**src/rtl/apb_cmd_master.sv**
```systemverilog
// Single-outstanding command-to-APB3 bridge: one command in, one APB transfer, one response out.
// Optional ACCESS-phase timeout is compiled in with `define APB_MASTER_TIMEOUT_EN.
module apb_cmd_master #(
    parameter int ADDR_W         = 32,
    parameter int DATA_W         = 32,
    parameter int TIMEOUT_CYCLES = 256
) (
    input  logic              CLK,
    input  logic              RST,
    input  logic              cmd_valid,
    output logic              cmd_ready,
    input  logic              cmd_write,
    input  logic [ADDR_W-1:0] cmd_addr,
    input  logic [DATA_W-1:0] cmd_wdata,
    output logic              rsp_valid,
    input  logic              rsp_ready,
    output logic [DATA_W-1:0] rsp_rdata,
    output logic              rsp_err,
    output logic              PSEL,
    output logic              PENABLE,
    output logic              PWRITE,
    output logic [ADDR_W-1:0] PADDR,
    output logic [DATA_W-1:0] PWDATA,
    input  logic              PREADY,
    input  logic              PSLVERR,
    input  logic [DATA_W-1:0] PRDATA,
    output logic [1:0]        state_dbg
);

    typedef enum logic [1:0] {
        IDLE   = 2'd0,
        SETUP  = 2'd1,
        ACCESS = 2'd2,
        RESP   = 2'd3
    } state_t;

    state_t state, state_nxt;
    logic   cmd_fire;
    logic   rsp_fire;
    logic   access_done;
    logic   timed_out;

    // Both channels transfer on a cycle where valid && ready; valid never waits on ready.
    assign cmd_ready   = (state == IDLE) && !RST;
    assign cmd_fire    = cmd_valid && cmd_ready;
    assign rsp_valid   = (state == RESP);
    assign rsp_fire    = rsp_valid && rsp_ready;
    assign PSEL        = (state == SETUP) || (state == ACCESS);
    assign PENABLE     = (state == ACCESS);
    assign access_done = (state == ACCESS) && PREADY;
    assign state_dbg   = state;

`ifdef APB_MASTER_TIMEOUT_EN
    localparam int CNT_W = $clog2(TIMEOUT_CYCLES + 1);
    logic [CNT_W-1:0] to_cnt;

    always_ff @(posedge CLK) begin
        if (RST) begin
            to_cnt <= '0;
        end else if (state == SETUP) begin
            to_cnt <= '0;
        end else if ((state == ACCESS) && !PREADY) begin
            to_cnt <= to_cnt + 1'b1;
        end
    end

    // The cycle that would bring the count to TIMEOUT_CYCLES is the last ACCESS cycle.
    assign timed_out = (state == ACCESS) && !PREADY && (to_cnt == CNT_W'(TIMEOUT_CYCLES - 1));
`else
    assign timed_out = 1'b0;
`endif

    always_ff @(posedge CLK) begin
        if (RST) begin
            state <= IDLE;
        end else begin
            state <= state_nxt;
        end
    end

    always_comb begin
        state_nxt = state;
        case (state)
            IDLE:    if (cmd_fire) state_nxt = SETUP;
            SETUP:   state_nxt = ACCESS;
            ACCESS:  if (access_done || timed_out) state_nxt = RESP;
            RESP:    if (rsp_fire) state_nxt = IDLE;
            default: state_nxt = IDLE;
        endcase
    end

    always_ff @(posedge CLK) begin
        if (RST) begin
            PWRITE    <= 1'b0;
            PADDR     <= '0;
            PWDATA    <= '0;
            rsp_rdata <= '0;
            rsp_err   <= 1'b0;
        end else begin
            if (cmd_fire) begin
                PWRITE <= cmd_write;
                PADDR  <= cmd_addr;
                PWDATA <= cmd_wdata;
            end
            if (access_done) begin
                rsp_rdata <= PWRITE ? '0 : PRDATA;
                rsp_err   <= PSLVERR;
            end else if (timed_out) begin
                rsp_rdata <= '0;
                rsp_err   <= 1'b1;
            end
        end
    end

endmodule

```
**config.mk**
```make
export PLATFORM = sky130hd
export DESIGN_NAME = apb_cmd_master
export DESIGN_NICKNAME = d
export VERILOG_FILES = /design/src/rtl/apb_cmd_master.sv
export SDC_FILE = /design/constraint.sdc
export NUM_CORES = 1
export LEC_CHECK = 0
export ABC_AREA = 0
export CAP_MARGIN = 10
export CORE_UTILIZATION = 42
export CTS_BUF_LIST = sky130_fd_sc_hd__clkbuf_8 sky130_fd_sc_hd__clkbuf_16
export DETAILED_ROUTE_END_ITERATION = 8
export PLACE_DENSITY = 0.91
export SLEW_MARGIN = 10
export SYNTH_ARGS = -nofsm -noshare
export SYNTH_HDL_FRONTEND = slang
export SYNTH_SLANG_ARGS = --single-unit
```
**constraint.sdc**
```tcl
create_clock -name CLK -period 4.63 [get_ports CLK]
set_input_delay 0.926 -clock CLK [delete_from_list [all_inputs] [get_ports CLK]]
set_output_delay 0.926 -clock CLK [all_outputs]
set_load 0.005 [all_outputs]
```
==> results of run 1 <==
==> synthesized netlist by cell type (all sizes together) <==
cell | number | area [um^2]
o211a | 1 | 10.0
nor2b | 4 | 25.0
a21oi | 33 | 165
nand2 | 166 | 636
nor3 | 1 | 5.00
inv | 3 | 11.3
clkbuf | 18 | 71.3
dfxtp | 100 | 2000
o21ai | 65 | 475
buf | 21 | 186
nand3 | 1 | 5.00
ha | 4 | 50.1
nand4b | 32 | 280
or4 | 1 | 7.51
and3b | 1 | 10.0
mux2i | 1 | 10.0
==> flip-flops by register name, summed over array words and instances, names as in the netlist <==
| signal | count |
|---|---|
| PWDATA | 32 |
| rsp_err | 1 |
| rsp_rdata | 32 |
| PWRITE | 1 |
| PADDR | 32 |
| state_dbg | 2 |
==> metal layers <==
metal | part of all wire | vias to the layer above
li1 | - | 1874
met1 | 0.40 | 1725
met4 | 0.021 | 0
met5 | 0 | -
met2 | 0.49 | 157
met3 | 0.088 | 20
==> logic make-up (layout without fill, tap and decap cells) <==
family / Yosys count / count (layout) / share of synthesized area
compound gates: 99 / 99 / 0.165
fa+ha+maj: 4 / 4 / 0.0127
buf+inv: 42 / 229 / 0.0681
flops: 100 / 100 / 0.507
mux: 1 / 1 / 0.00253
simple gates: 206 / 206 / 0.245
==> layout make-up <==
type / instances / area share
Timing Repair Buffer: 210 / 0.343
Sequential cell: 100 / 0.326
Multi-Input combinational cell: 310 / 0.274
Tap cell: 111 / 0.0226
Clock buffer: 10 / 0.0224
Clock inverter: 6 / 0.00918
Inverter: 3 / 0.00184
==> metrics by stage <==
step	instance area, um^2	power, mW	utilization	cells
floorplan	3950	1.45	-	452
global placement	5940	1.86	0.646	734
detailed placement	5940	1.89	0.646	734
CTS	6130	2.44	0.667	750
global route	6130	2.56	0.667	750
finish	6130	2.41	0.667	750
==> power groups by stage <==
stage	Combinational, mW	Clock [mW]	Sequential [mW]
floorplan	0.331	0	1.12
global placement	0.751	0	1.11
detailed placement	0.771	0	1.12
CTS	0.775	0.560	1.10
global route	0.835	0.598	1.12
finish	0.765	0.542	1.10
==> worst max-delay path by stage <==
stage	from	end	slack (ns)	cells past startpoint
2_1_floorplan	RST	cmd_ready	2.55	2
3_3_place_gp	RST	cmd_ready	1.25	3
3_5_place_dp	RST	cmd_ready	1.20	3
4_1_cts	RST	cmd_ready	1.20	3
5_1_grt	RST	cmd_ready	1.13	3
6_report	RST	cmd_ready	1.19	3
==> worst max-delay path, stage by stage <==
cell	delay (ns)
clkdlybuf4s50_1	0.77
nor2b_1	0.29
clkdlybuf4s50_1	0.53
==> metrics.cfg, run 1 <==
[final_layout]
area_growth_pct = 55.2
multiInputGateArea_mm2 = 0.00168
register_area_mm2 = 0.00200
diodes = 0
layout_common_cells = clkdlybuf4s50_1 (206), nand2_1 (161), dfxtp_1 (100), o21ai_2 (40), a21oi_1 (33)
n_fill_cell = 702
layout_commonest_cell = clkdlybuf4s50_1
drive_gt1_frac = 0.102
fin_nets = 741

[routing]
drtIter0Drc = 117
dr.pass1.iters = 4
drc = 0
vias_per_cell = 5.03
routedWlPerCell_um = 14.0
antenna_left = 0
finalWirelength_um = 10500
via_count = 3776

[pwr]
clkPwrFrac = 0.225
swShare = 0.283
irDropWorstVdd_uv = 249
p_switching_uw = 682
p_leak_nw = 2.18
p_per_area_mw_per_mm2 = 393
seqPwrFrac = 0.458
p_int_mw = 1.73
combPwrFrac = 0.317

[global_route]
overflow = 0
busiest_layer = met2
met1_usage = 0.247
grt_first_pass_wirelength_um = 16900
grt_util_met3 = 0.0674
antenna_found_initial = 0
grt_pass1_vias = 3626
met2_usage = 0.364
grt_use_total = 0.213
grt_max_degree = 75

[sta]
hold_viol = 0
grt_setup_unrepaired = false
max_slew_margin = 0.258
fmax_mhz = 291
setup_viol = 0
tns_ns = 0
slew_violations = 0
worstMarginPinSlew_ns = 1.11
finalCriticalPeriod_ns = 3.44
fin_hold_ws_ns = 0.450
period_share = 0.743
worst_slack_ns = 1.19
finalClockSkew_ns = 0.0107

[placement]
dp_hpwl_um = 7390
place.port_buffers = 206
globalplace.congestion = 0.753
pre_cts_ws_ns = 1.20

[min_path]
hold_path_end = PWDATA[13]
min_from = PWDATA[13]
min_path_cells = 2
hp-class = reg -> reg

[critical_path]
critPathKind = in -> out
start_kind = input port
reg2reg_to = rsp_err
cp_max_fo = 18
worstReg2RegStart = state_dbg[1]
crit_arrival_ns = 2.51
cp.required_ns = 3.70
reg2reg_slack_ns = 2.47
end_kind = output port
ff2ff_path_depth = 5

[clocking]
cts.path.max_buffers = 2
htree_num_levels = 3
tritoncts = done
cts_made_buffers = 9
ctsResizeCount = 0
clock-root-buffer = clkbuf_8
cts_sinks = 100
postCtsHoldBufs = 0
path_clk_slew_ns = 0.09
clkLatencyLatePin_ns = 0.34
postCtsSetupBuffers = 0

[die]
core_mm2 = 0.00920
start_util = 0.430
die_w_um = 99.0
io_pins = 207
die_y_um = 99.0
placementRows = 35
die_area_mm2 = 0.00980

[outcome]
outcome = completed

[synthesis]
synthDistinctLibCells = 23
synth.cell_area_mm2 = 0.00395
synth_nets = 559
yosysSeqAreaShare = 0.507
synth.avg_cell_area_um2 = 8.74
netlist_instances = 452
synth.ff_latch_count = 100
yosys_warnings = 0

[job]
max_cap_violations = 0

Power figures use the tool's default switching activity.
==> run 2, diff against run 1 <==
--- a/config.mk
+++ b/config.mk
@@ -7,10 +7,10 @@
 export LEC_CHECK = 0
 export ABC_AREA = 0
 export CAP_MARGIN = 10
-export CORE_UTILIZATION = 42
+export CORE_UTILIZATION = 36
 export CTS_BUF_LIST = sky130_fd_sc_hd__clkbuf_8 sky130_fd_sc_hd__clkbuf_16
 export DETAILED_ROUTE_END_ITERATION = 8
-export PLACE_DENSITY = 0.91
+export PLACE_DENSITY = 0.83
 export SLEW_MARGIN = 10
 export SYNTH_ARGS = -nofsm -noshare
 export SYNTH_HDL_FRONTEND = slang
==> constraint.sdc (replaced) <==
create_clock -name CLK -period 2.96 [get_ports CLK]
set_input_delay 0.592 -clock CLK [delete_from_list [all_inputs] [get_ports CLK]]
set_output_delay 0.592 -clock CLK [all_outputs]
set_load 0.005 [all_outputs]
==> run 2 against run 1 <==
Flip-flop and latch count stayed put. Hold slack better by 0.0017 ns. Register-to-register slack worse by 1.1 ns. Clock power is 73% higher. Largest cell class unchanged. First-iteration DRC count is 110% higher. Sequential share of layout area is 0.56 points lower. Setup slack worse by 0.59 ns. Total power is 62% higher. Via count stayed put. Critical path type is now reg -> out.
==> metrics.cfg, run 2 (synthesis gave the netlist of run 1 again) <==
[outcome]
outcome = completed

[clocking]
cts_sinks = 100  ; unchanged
cts_made_buffers = 9  ; unchanged
postCtsHoldBufs = 0  ; unchanged
clkLatencyLatePin_ns = 0.35  ; about the same
ctsResizeCount = 0  ; unchanged
cts.path.max_buffers = 2  ; unchanged
htree_num_levels = 3  ; unchanged
path_clk_slew_ns = 0.10  ; about the same
postCtsSetupBuffers = 0  ; unchanged
clock-root-buffer = clkbuf_8
tritoncts = done

[placement]
pre_cts_ws_ns = 0.628  ; -0.572 ns
place.port_buffers = 206  ; unchanged
globalplace.congestion = 0.800  ; +6.2%
place_area_mm2 = 0.00602  ; +1.5%
dp_hpwl_um = 7710  ; +4.4%

[routing]
vias_per_cell = 4.85  ; -3.7%
dr.pass1.iters = 4  ; unchanged
routedWlPerCell_um = 13.9  ; -0.49%
antenna_left = 0  ; unchanged
finalWirelength_um = 10800  ; +3.4%
via_count = 3776  ; unchanged
drc = 0  ; unchanged
drtIter0Drc = 244  ; +110%

[critical_path]
end_kind = output port
cp.required_ns = 2.37  ; -1.33 ns
slowest_stage = clkdlybuf4s50_1
start_kind = register
path_cells = inv_1 -> ha_1 -> nor2b_1 -> clkdlybuf4s50_1
ff2ff_path_depth = 5  ; unchanged
max_stage_delay_ns = 0.56  ; -0.21 ns
cp_max_fo = 4  ; -14
reg2reg_slack_ns = 1.33  ; -1.14 ns
crit_arrival_ns = 1.77  ; -0.74 ns
critPathKind = reg -> out

[global_route]
grt_max_degree = 69  ; -8.0%
grt_pass1_vias = 3653  ; +0.74%
overflow = 0  ; unchanged
grt_use_total = 0.186  ; -0.0274
antenna_found_initial = 0  ; unchanged
grt_first_pass_wirelength_um = 17000  ; +0.82%

[sta]
slew_violations = 0  ; unchanged
max_slew_margin = 0.753  ; +0.495
grt_setup_unrepaired = false
hold_viol = 0  ; unchanged
worst_slack_ns = 0.598  ; -0.594 ns
worstMarginPinSlew_ns = 0.371  ; -0.743 ns
finalCriticalPeriod_ns = 2.36
fmax_mhz = 423
tns_ns = 0  ; unchanged
setup_viol = 0  ; unchanged
finalClockSkew_ns = 0.00641  ; -0.00424 ns
period_share = 0.798

[final_layout]
fin_area_mm2 = 0.00624  ; +1.8%
top_regs = PADDR x32, PWDATA x32, rsp_rdata x32
drive_gt1_frac = 0.109  ; +0.00714
area_growth_pct = 58.0
diodes = 0  ; unchanged
layout_common_cells = clkdlybuf4s50_1 (206), nand2_1 (161), dfxtp_1 (100), o21ai_2 (40), a21oi_1 (33)
layout_commonest_cell = clkdlybuf4s50_1
fin_nets = 745  ; +0.54%

[die]
die_area_mm2 = 0.0114  ; +16%
io_pins = 207  ; unchanged
die_y_um = 107  ; +7.9%
die_w_um = 107  ; +7.9%
core_mm2 = 0.0105  ; +14%
placementRows = 37  ; +5.7%
start_util = 0.378  ; -0.0520

[pwr]
p_switching_mw = 1.11  ; +62%
p_int_mw = 2.79  ; +61%
combPwrFrac = 0.320  ; +0.003
p_leak_nw = 2.21  ; +1.5%
irDropWorstVdd_uv = 283  ; +14%
seqPwrFrac = 0.440  ; -0.018
clkPwrFrac = 0.240  ; +0.015
p_per_area_mw_per_mm2 = 624  ; +59%
swShare = 0.284  ; +0.000668

[job]
max_cap_violations = 0  ; unchanged

[min_path]
min_path_cells = 2  ; unchanged
hp-class = reg -> reg

run 2: worst max-delay path: cells and delay by family (launching register included):
kind          cells  cell delay [ns]
simple gates      1             0.14
buf+inv           2             0.68
fa+ha+maj         1             0.24
flops             1             0.35
run 2: layer usage:
layer / up-vias / wire, um / track usage
met1: 1714 / 4290 / 0.210
li1: 1878 / - / -
met4: 0 / 229 / 0.0705
met5: - / 0 / 0
met3: 19 / 1010 / 0.0590
met2: 165 / 5290 / 0.326
run 2: stage by stage:
stage | total power [mW] | std cells | utilization | hold slack [ns]
after floorplan | 2.27 | 452 | - | 0.445
after detailed placement | 3.00 | 763 | 0.576 | 0.443
after global routing | 4.11 | 779 | 0.596 | 0.471
after CTS | 3.94 | 779 | 0.596 | 0.456
final | 3.89 | 779 | 0.596 | 0.452
after global placement | 2.96 | 763 | 0.576 | 0.435
run 2: cell type report:
type,instances,area (um^2)
Timing Repair Buffer,214,2160
Fill cell,910,4220
Clock buffer,9,124
Multi-Input combinational cell,310,1680
Inverter,3,11.3
Clock inverter,7,91.3
Tap cell,136,170
Sequential cell,100,2000
run 2: path summary, 6_finish.rpt:
path / start / endpoint
worst min-delay path: PWDATA[15] / PWDATA[15]
worst max-delay path: state_dbg[0] / cmd_ready
worst max register to register: state_dbg[0] / state_dbg[0]
worst min register to register: PWDATA[15] / PWDATA[15]
run 2: power by group through the flow:
stage / Sequential [mW] / Clock (mW) / Combinational [mW]
after global placement: 1.73 / 0 / 1.23
after floorplan: 1.75 / 0 / 0.518
after CTS: 1.72 / 0.968 / 1.26
after detailed placement: 1.74 / 0 / 1.25
after global routing: 1.75 / 1.02 / 1.34
final: 1.71 / 0.936 / 1.24
==> patch 1: new RTL, config.mk and constraints of run 2 <==
Register the output `rsp_err` once more, cleared by the reset; this adds one clock of latency there. The other outputs are not delayed to match.
--- a/src/rtl/apb_cmd_master.sv
+++ b/src/rtl/apb_cmd_master.sv
@@ -34,4 +34,6 @@
         RESP   = 2'd3
     } state_t;
+
+    logic rsp_err_s0;
 
     state_t state, state_nxt;
@@ -96,5 +98,5 @@
             PWDATA    <= '0;
             rsp_rdata <= '0;
-            rsp_err   <= 1'b0;
+            rsp_err_s0 <= 1'b0;
         end else begin
             if (cmd_fire) begin
@@ -105,9 +107,17 @@
             if (access_done) begin
                 rsp_rdata <= PWRITE ? '0 : PRDATA;
-                rsp_err   <= PSLVERR;
+                rsp_err_s0 <= PSLVERR;
             end else if (timed_out) begin
                 rsp_rdata <= '0;
-                rsp_err   <= 1'b1;
+                rsp_err_s0 <= 1'b1;
             end
+        end
+    end
+
+    always_ff @(posedge CLK) begin
+        if (RST) begin
+            rsp_err <= '0;
+        end else begin
+            rsp_err <= rsp_err_s0;
         end
     end
Formal check against the unedited RTL: not equivalent (Yosys sat finds a counterexample within 4 cycles, from zero or initial values and one cycle with RST high).
==> patch 1 against run 2 <==
Sequential cell count increased by 1. Sequential share of layout area decreased by 1.2 points. Synthesized cell count increased by 0.44%. Global-route usage decreased by 0.36 points. Worst setup slack improved by 41 ps. Area after synthesis increased by 4.1%. Clock power increased by 16%. Total power increased by 6.4%. Cell count increased by 1.9%. Register-to-register slack got worse by 130 ps. Via count increased by 1.6%. Routed wire length increased by 1.4%. Design area increased by 4.9%. Non-clock buffer count increased by 9. Largest cell class unchanged. Largest power group unchanged. Highest routed layer unchanged.
==> patch 1: results (changes against run 2) <==
[yosys]
synth_compound_area_share_pct=17.6  ; +1.2 points
ys_top_cells_by_count=nand2_1, dfxtp_1, o21ai_2, a21oi_1, nand4b_1
synth-adder-area-share_pct=1.22  ; -0.050 points
seq_area_frac_synth_pct=49.2  ; -1.5 points
synth_mux_area_share_pct=0.243  ; -0.010 points
synthesis.nets=561  ; +0.36%
synth_area_leaders=dfxtp_1, nand2_1, o21ai_2, nand4b_1, a21oi_1
ys_types=21  ; -8.7%

[cts]
clk_latency_ps=330  ; -20 ps
clk_pin_slew_ps=70  ; -30 ps
ctsRootBufferMaster=clkbuf_16

[placed_design]
place_hpwl_um=8080  ; +4.8%
place_ws_ps=683  ; +54.5 ps
place_congestion=0.753  ; -5.8%
dpl_cell_area_um2=6270  ; +4.1%

[worst_setup_path]
worst-path-max-fanout=9  ; +5
arrival_ps=1730  ; -40 ps

[pwr]
power_leakage_uw=0.00235  ; +6.2%
swShare_pct=28.7  ; +0.30 points
ir_drop_v=0.000386  ; +37%

[route]
drtIter0Drc=255  ; +4.5%
routedWlPerCell_um=13.8  ; -0.48%

[grt]
track_usage_pct=18.2  ; -0.36 points
grt_pass1_vias=3772  ; +3.3%

[status]
status=finished, final reports clean

[layout]
final_net_count=756  ; +1.5%
drive_above_1_share_pct=18.2  ; +7.3 points

[sta]
tightest_slew_ps=605  ; +234 ps

-- patch 1: cell count changes after synthesis, sizes merged --
cell and change:
buf +3, clkbuf -3, dfxtp +1, nor2b +1
-- patch 1: through the flow --
stage	hold WS (ps)	util, %	total power (µW)	instances
after global routing	473	59.6	4390	794
after CTS	455	59.6	4200	794
after global placement	437	57.1	3050	778
after detailed placement	444	57.1	3100	778
final	451	59.6	4140	794
after floorplan	432	-	2340	454
-- patch 1: power groups by stage --
stage / Combinational, µW / Sequential [µW] / Clock [µW]
2_1_floorplan: 570 / 1770 / 0
3_3_place_gp: 1310 / 1750 / 0
3_5_place_dp: 1340 / 1760 / 0
4_1_cts: 1350 / 1730 / 1130
5_1_grt: 1450 / 1760 / 1190
6_report: 1330 / 1730 / 1090
-- patch 1: path summary, 6_finish.rpt --
kind	start	end	slack, ps	cells after the start
worst max-delay path	state_dbg[1]	PENABLE	640	2
worst min-delay path	PWDATA[26]	PWDATA[26]	450	2
worst max register to register	state_dbg[0]	PADDR[9]	1200	6
worst min register to register	PWDATA[26]	PWDATA[26]	450	2
-- patch 1: layout make-up --
class                           instances  area (µm²)
Clock inverter                          7        48.8
Fill cell                             913        4440
Clock buffer                            9         225
Multi-Input combinational cell        311        1810
Sequential cell                       101        2020
Inverter                                3        11.3
Timing Repair Buffer                  223        2250
Tap cell                              140         175
-- patch 1: logic make-up after synthesis --
group / Yosys count
AO/OA/AOI/OAI: 99
multiplexers: 1
AND/OR/NAND/NOR: 207
flip-flops: 101
adder cells (fa/ha/maj): 4
buffers and inverters: 42
-- patch 1: worst max-delay path, stage by stage (launching register included) --
cell	delay [ps]
dfxtp_1	440
ha_1	390
clkdlybuf4s50_1	570
-- patch 1: metal layers --
metal | vias up | GRT usage [%] | share of wire (%)
li1 | 1912 | - | -
met1 | 1755 | 19.9 | 40
met2 | 163 | 32.7 | 48
met3 | 7 | 6.93 | 11
met4 | 0 | 5.02 | 0.87
met5 | - | 0 | 0
==> patch 2: new RTL, config.mk and constraints of run 2 <==
Without the edit above. Add a define of `APB_MASTER_TIMEOUT_EN`.
--- a/src/rtl/apb_cmd_master.sv
+++ b/src/rtl/apb_cmd_master.sv
@@ -1,4 +1,6 @@
 // Single-outstanding command-to-APB3 bridge: one command in, one APB transfer, one response out.
 // Optional ACCESS-phase timeout is compiled in with `define APB_MASTER_TIMEOUT_EN.
+`define APB_MASTER_TIMEOUT_EN
+
 module apb_cmd_master #(
     parameter int ADDR_W         = 32,
Function: no difference found for any inputs over 4 cycles, from zero or initial values and one cycle with RST high; that may be too few to reach the edited logic, so the function may still have changed.
==> patch 2 against run 2 <==
Sequential cell count increased by 9. Global-route usage decreased by 0.48 points. Area after synthesis increased by 3.4%. Worst setup slack got worse by 18 ps. Count of clock-buffer cells in the layout unchanged. Routed wire length increased by 1.7%. Total power increased by 12%. Sequential share of layout area increased by 1.5 points. Design area increased by 4.1%. Sequential power increased by 9.9%. Synthesized cell count increased by 2.4%. Combinational power increased by 10%. Core utilization decreased by 0.27 points. Largest cell class is now sequential cells. Highest routed layer unchanged.
==> patch 2: results (changes against run 2) <==
[layout]
final_cells=796  ; +2.2%
drive_above_1_share_pct=4.27  ; -6.6 points
nFillCells=934  ; +2.6%
final_net_count=760  ; +2.0%

[grt]
grt_pass1_vias=3591  ; -1.7%
grt_max_degree=110  ; +59%
track_usage_pct=18.1  ; -0.48 points
grt_pass1_wl_um=16400  ; -3.4%

[status]
status=finished, final reports clean

[yosys]
synth-adder-area-share_pct=1.84  ; +0.57 points
seq_area_frac_synth_pct=53.4  ; +2.8 points
synth_compound_area_share_pct=16.2  ; -0.29 points
synth_area_leaders=dfxtp_1, nand2b_1, o21ai_0, nand2_1, a22oi_1
ys_types=34  ; +48%
synth_xor_xnor_area_share_pct=0.429  ; +0.43 points
ys_top_cells_by_count=dfxtp_1, nand2_1, o21ai_0, nand2b_1, nor2_1
synthesis.nets=572  ; +2.3%
syn-mean-instance-area_um2=8.82  ; +0.90%

[route]
met1_length_um=4420  ; +2.9%
detailroute.wirelength.met3_um=1270  ; +25%
vias=3803  ; +0.72%

[worst_setup_path]
arrival_ps=1790  ; +20 ps
worst-path-max-fanout=10  ; +6

[placed_design]
place_congestion=0.755  ; -5.6%
place_hpwl_um=7830  ; +1.6%
placedCellCount=780  ; +2.2%

[pwr]
p_switching_uw=1260  ; +14%
ir_drop_v=0.000393  ; +39%

[sta]
finClkSkew_ps=6.53  ; +0.123 ps
tightest_slew_ps=587  ; +217 ps

-- patch 2: cell count changes in the layout (fill, tap and decap cells not counted), sizes merged, moves of 28 or more --
cell,run 2,this run
nand2,166,70
nand2b,0,67
nor2,0,39
a22oi,0,32
nand4b,32,1
a21oi,33,5
-- patch 2: critical path, delay by kind of cell (launching register included) --
kind / cells / cell delay [ps]
buffers and inverters: 2 / 700
adder cells (fa/ha/maj): 1 / 400
flip-flops: 1 / 340
-- patch 2: metrics by stage --
stage               power, µW  instance area [µm²]
CTS                      4390                 6490
detailed placement       3270                 6220
global route             4580                 6490
floorplan                2450                 4080
global placement         3220                 6220
finish                   4350                 6490
-- patch 2: area by class of cell --
type | instances | area share [%]
repair buffers | 210 | 32.3
clock inverters | 7 | 0.675
multi-input cells | 317 | 27.0
clock buffers | 9 | 3.47
inverters | 4 | 0.231
flip-flops and latches | 109 | 33.6
well taps | 140 | 2.70
-- patch 2: per-layer routing --
metal	GRT usage [%]	up-vias
li1	-	1914
met1	19.3	1727
met2	30.7	151
met3	8.74	11
met4	7.14	0
met5	0	-
-- patch 2: final timing paths --
path	from	to	slack (ps)	cells after the start
min	PWDATA[31]	PWDATA[31]	480	2
min reg2reg	PWDATA[31]	PWDATA[31]	480	2
max reg2reg	to_cnt[0]	rsp_rdata[6]	980	8
max	state_dbg[0]	PENABLE	580	3
-- patch 2: logic make-up after synthesis --
| group | after synthesis |
|---|---|
| compound gates | 112 |
| xor+xnor | 2 |
| fa+ha+maj | 6 |
| buf+inv | 37 |
| flops | 109 |
| mux | 1 |
| simple gates | 196 |
-- patch 2: power by group through the flow --
stage               clock (µW)  sequential [µW]  combinational, µW
finish                    1100             1880               1370
floorplan                    0             1920                530
global route              1180             1910               1490
CTS                       1130             1880               1380
global placement             0             1890               1330
detailed placement           0             1910               1370
